## config.mk

```make
export PLATFORM = sky130hd
export DESIGN_NAME = frame_buf_wr_arb
export DESIGN_NICKNAME = d
export VERILOG_FILES = /design/src/rtl/frame_buf_wr_arb.sv
export SDC_FILE = /design/constraint.sdc
export NUM_CORES = 1
export LEC_CHECK = 0
export CAP_MARGIN = 0
export CELL_PAD_IN_SITES_DETAIL_PLACEMENT = 2
export CELL_PAD_IN_SITES_GLOBAL_PLACEMENT = 2
export CORE_ASPECT_RATIO = 2
export CORE_MARGIN = 2
export CORE_UTILIZATION = 24
export DETAILED_ROUTE_END_ITERATION = 6
export PLACE_DENSITY_LB_ADDON = 0.1
export SYNTH_ARGS = -nofsm -noshare
export SYNTH_HDL_FRONTEND = slang
export SYNTH_SLANG_ARGS = --single-unit
```

## constraint.sdc

```tcl
create_clock -name wr_clk -period 2.8 [get_ports wr_clk]
set_input_delay 0.56 -clock wr_clk [delete_from_list [all_inputs] [get_ports wr_clk]]
set_output_delay 0.56 -clock wr_clk [all_outputs]
set_load 0.01 [all_outputs]
```

## src/rtl/frame_buf_wr_arb.sv

```systemverilog
// Frame-granular round-robin write arbiter for the frame buffer's single write port.
// Optional stall-timeout abort is built only when FB_ARB_TIMEOUT_EN is defined.
module frame_buf_wr_arb #(
    parameter int DATA_WIDTH = 32,
    parameter int ADDR_WIDTH = 3,
    parameter int FRAME_LEN  = 1 << ADDR_WIDTH,
    parameter int TIMEOUT    = 16
) (
    input  logic                  wr_clk,
    input  logic                  reset,
    input  logic [1:0]            req,
    input  logic [1:0]            valid,
    input  logic [DATA_WIDTH-1:0] data0,
    input  logic [DATA_WIDTH-1:0] data1,
    output logic [1:0]            gnt,
    output logic                  fb_wr_en_l,
    output logic [DATA_WIDTH-1:0] fb_data,
    output logic                  frame_done,
    output logic                  busy,
    output logic                  abort
);

    localparam int CNT_W = $clog2(FRAME_LEN) + 1;
    localparam logic [CNT_W-1:0] LAST_IDX = CNT_W'(FRAME_LEN - 1);

    typedef enum logic [1:0] {
        S_IDLE,
        S_XFER,
        S_GAP
    } state_t;

    state_t                  state, state_nx;
    logic                    last, last_nx;
    logic [CNT_W-1:0]        cnt, cnt_nx;
    logic [1:0]              gnt_nx;
    logic                    wr_en_l_nx;
    logic [DATA_WIDTH-1:0]   data_nx;
    logic                    done_nx;
    logic                    abort_nx;
    logic                    accept;
    logic                    timeout_hit;
    logic                    owner;

    // gnt is one-hot while in XFER, so bit 1 identifies the owner
    assign owner  = gnt[1];
    assign accept = (state == S_XFER) && |(gnt & valid);
    assign busy   = (state != S_IDLE);

`ifdef FB_ARB_TIMEOUT_EN
    localparam int STALL_W = $clog2(TIMEOUT + 1);
    logic [STALL_W-1:0] stall;

    always_ff @(posedge wr_clk) begin
        if (reset || state != S_XFER || accept)
            stall <= '0;
        else
            stall <= stall + 1'b1;
    end

    assign timeout_hit = (state == S_XFER) && !accept && (stall == STALL_W'(TIMEOUT - 1));
`else
    logic unused_timeout;
    assign unused_timeout = (TIMEOUT != 0);
    assign timeout_hit    = 1'b0;
`endif

    always_comb begin
        state_nx   = state;
        gnt_nx     = gnt;
        last_nx    = last;
        cnt_nx     = cnt;
        wr_en_l_nx = 1'b1;
        data_nx    = fb_data;
        done_nx    = 1'b0;
        abort_nx   = 1'b0;
        case (state)
            S_IDLE: begin
                if (req != 2'b00) begin
                    state_nx = S_XFER;
                    cnt_nx   = '0;
                    case (req)
                        2'b01:   gnt_nx = 2'b01;
                        2'b10:   gnt_nx = 2'b10;
                        default: gnt_nx = last ? 2'b01 : 2'b10;
                    endcase
                end
            end
            S_XFER: begin
                if (accept) begin
                    wr_en_l_nx = 1'b0;
                    data_nx    = owner ? data1 : data0;
                    cnt_nx     = cnt + 1'b1;
                    if (cnt == LAST_IDX) begin
                        state_nx = S_GAP;
                        gnt_nx   = 2'b00;
                        done_nx  = 1'b1;
                        last_nx  = owner;
                        cnt_nx   = '0;
                    end
                end else if (timeout_hit) begin
                    state_nx = S_GAP;
                    gnt_nx   = 2'b00;
                    abort_nx = 1'b1;
                    last_nx  = owner;
                    cnt_nx   = '0;
                end
            end
            S_GAP: begin
                state_nx = S_IDLE;
            end
            default: begin
                state_nx = S_IDLE;
                gnt_nx   = 2'b00;
            end
        endcase
    end

    always_ff @(posedge wr_clk) begin
        if (reset) begin
            state      <= S_IDLE;
            gnt        <= 2'b00;
            last       <= 1'b1;
            cnt        <= '0;
            fb_wr_en_l <= 1'b1;
            fb_data    <= '0;
            frame_done <= 1'b0;
            abort      <= 1'b0;
        end else begin
            state      <= state_nx;
            gnt        <= gnt_nx;
            last       <= last_nx;
            cnt        <= cnt_nx;
            fb_wr_en_l <= wr_en_l_nx;
            fb_data    <= data_nx;
            frame_done <= done_nx;
            abort      <= abort_nx;
        end
    end

endmodule
```

==> results.sh <==
export IMPL_status="complete, no violations"
export IMPL_min_path_type="flop to flop"
export IMPL_via_per_inst=4.74
export IMPL_wl_per_cell_um=15.2
export IMPL_synth_ff_type="dfxtp_1"
export IMPL_drc=0
export IMPL_fin_setup_tns_ps=0
export IMPL_cp_buffers_inverters=1
export IMPL_grt_pass1_wl_mm=9.91
export IMPL_synth_edf_count=0
export IMPL_slowest_delay_ps=630
export IMPL_ys_ff_latch=43
export IMPL_leakage_nw=1.13
export IMPL_total_power_mw=1.56
export IMPL_p_comb_share_pct=21.0
export IMPL_insertion_delay_ps=290
export IMPL_hold_viol=0
export IMPL_setup_viol=0
export IMPL_netlist_area_sq_um=2100
export IMPL_numCtsBuffers=5
export IMPL_initial_core_util_pct=24.4
export IMPL_p_clk_share_pct=36.4
export IMPL_clockBufferDepth=2
export IMPL_layout_common_cells="clkdlybuf4s50_1, nor2_1, dfxtp_1"
export IMPL_grt_overflow=0
export IMPL_hpwl_mm=4.71
export IMPL_ys_warn_count=0
export IMPL_drive_gt1_share_pct=11.7
export IMPL_peakVddDrop_mv=0.260
export IMPL_p_seq_share_pct=42.6
export IMPL_dr_pass1_iters=4
export IMPL_post_cts_buffers=0
export IMPL_period_needed_ps=2100
export IMPL_routed_wl_mm=6.21
export IMPL_fin_skew_ps=3.39
export IMPL_syn_inst=207
export IMPL_drtIter0Drc=39
export IMPL_final_common_cell="clkdlybuf4s50_1"
export IMPL_cts_tree="yes"
export IMPL_cp_slowest_cell="clkdlybuf4s50_1"
export IMPL_ctsHoldBuffers=0
export IMPL_antenna_found_initial=0
export IMPL_cts_repair_resized=0
export IMPL_syn_nets=281
export IMPL_ant_nets=0
export IMPL_dieHeight_um=136
export IMPL_cp_cell_sequence="clkdlybuf4s50_1"
export IMPL_grt_max_degree=66
export IMPL_die_w_um=70.1
export IMPL_start_kind="flop"
export IMPL_rsz0062_at_grt="no"
export IMPL_core_area_sq_um=8590
export IMPL_tightest_slew_ps=518
export IMPL_die_area_sq_um=9550
export IMPL_power_switching_mw=0.400
export IMPL_cp_end_kind="output port"
export IMPL_period_share_pct=74.9
export IMPL_ioPinCount=108
export IMPL_grt_pass1_vias=2013
export IMPL_numPortBuffers=106
export IMPL_rows=48
export IMPL_required_ps=2240
export IMPL_grt_use_total_pct=13.4
export IMPL_clk_pin_slew_ps=60
export IMPL_max_freq_mhz=477
export IMPL_yosysSeqAreaShare_pct=41.1
export IMPL_swShare_pct=25.6
export IMPL_ys_types=32
export IMPL_htreeDepth=2
export IMPL_via_count=1934
export IMPL_fillers=927
export IMPL_power_internal_mw=1.16
export IMPL_root_buffer="clkbuf_16"
export IMPL_slew_headroom_pct=65.5
export IMPL_cts_sinks=43
export IMPL_synthArstFlopShare_pct=0
export IMPL_globalplace_congestion=0.645
export IMPL_diodes=0
export IMPL_crit_fanout=16
export IMPL_final_nets=381
export IMPL_critPathTopFamily="buffers and inverters"
export IMPL_syn_to_final_growth_pct=59.5
export IMPL_slew_violations=0
export IMPL_drv_cap=0
export IMPL_worstSetupPathType="flop to output port"
export IMPL_powerDensity_nw_per_um2=467
export IMPL_arrival_ps=1540
export IMPL_synth_avg_cell_area_sq_um=10.1
[state kept, by name (all words and copies together), names as in the netlist]
register / flops
fb_data: 32
cnt: 4
gnt: 2
state: 2
fb_wr_en_l: 1
frame_done: 1
last: 1
[logic make-up (layout without fill, tap and decap cells)]
kind of cell             Yosys count  count (layout)  share of synthesized area (%)
AND/OR/NAND/NOR                   61              61                           12.6
AO/OA/AOI/OAI                     46              46                           21.7
flip-flops                        43              43                           41.1
multiplexers                      33              33                           15.8
buffers and inverters             18             119                           5.85
adder cells (fa/ha/maj)            4               4                           2.39
other                              1               1                          0.179
XOR/XNOR                           1               1                          0.418
[routing by layer]
metal	part of all wire (%)	GRT usage, %
met1	36	13.4
met2	57	25.6
met3	5.1	2.74
met4	2.2	6.73
met5	0	0
[area by class of cell]
class,instances,area [sq um],area share [%]
multi-input cells,146,1120,33.4
repair buffers,109,1090,32.6
flip-flops and latches,43,862,25.8
clock buffers,5,125,3.74
well taps,100,125,3.74
clock inverters,3,15.0,0.449
inverters,2,7.51,0.224
[Yosys cell counts (4+ instances only)]
cell      count  area (sq um)
mux2i_1      33           330
a211oi_1     12          90.1
dfxtp_1      43           861
nor2_1       43           161
ha_1          4          50.1
nor3_1        4          20.0
buf_2         5          25.0
a21oi_1       4          20.0
a211oi_2     20           250
buf_6         5          56.3
[worst paths after layout]
path / start / end / slack [ps] / cells past startpoint
worst max-delay path: gnt[1] / gnt[1] / 700 / 1
worst min-delay path: cnt[3] / cnt[3] / 480 / 1
worst max register to register: gnt[1] / fb_data[13] / 1130 / 3
worst min register to register: cnt[3] / cnt[3] / 480 / 1
[per-stage QoR]
stage | hold WS [ps] | instance area, sq um | util (%) | cells | worst slack (ps)
floorplan | 441 | 2100 | - | 207 | 1250
global placement | 454 | 3200 | 37.3 | 400 | 572
detailed placement | 471 | 3200 | 37.3 | 400 | 521
CTS | 486 | 3340 | 38.9 | 408 | 655
global route | 513 | 3340 | 38.9 | 408 | 626
finish | 482 | 3340 | 38.9 | 408 | 703
[power by group through the flow]
stage / clock (mW) / sequential, mW / combinational [mW]
floorplan: 0 / 0.684 / 0.147
global placement: 0 / 0.678 / 0.327
detailed placement: 0 / 0.680 / 0.334
CTS: 0.598 / 0.666 / 0.336
global route: 0.620 / 0.670 / 0.358
finish: 0.569 / 0.665 / 0.328
No activity file was read; power rests on OpenSTA's default activity.
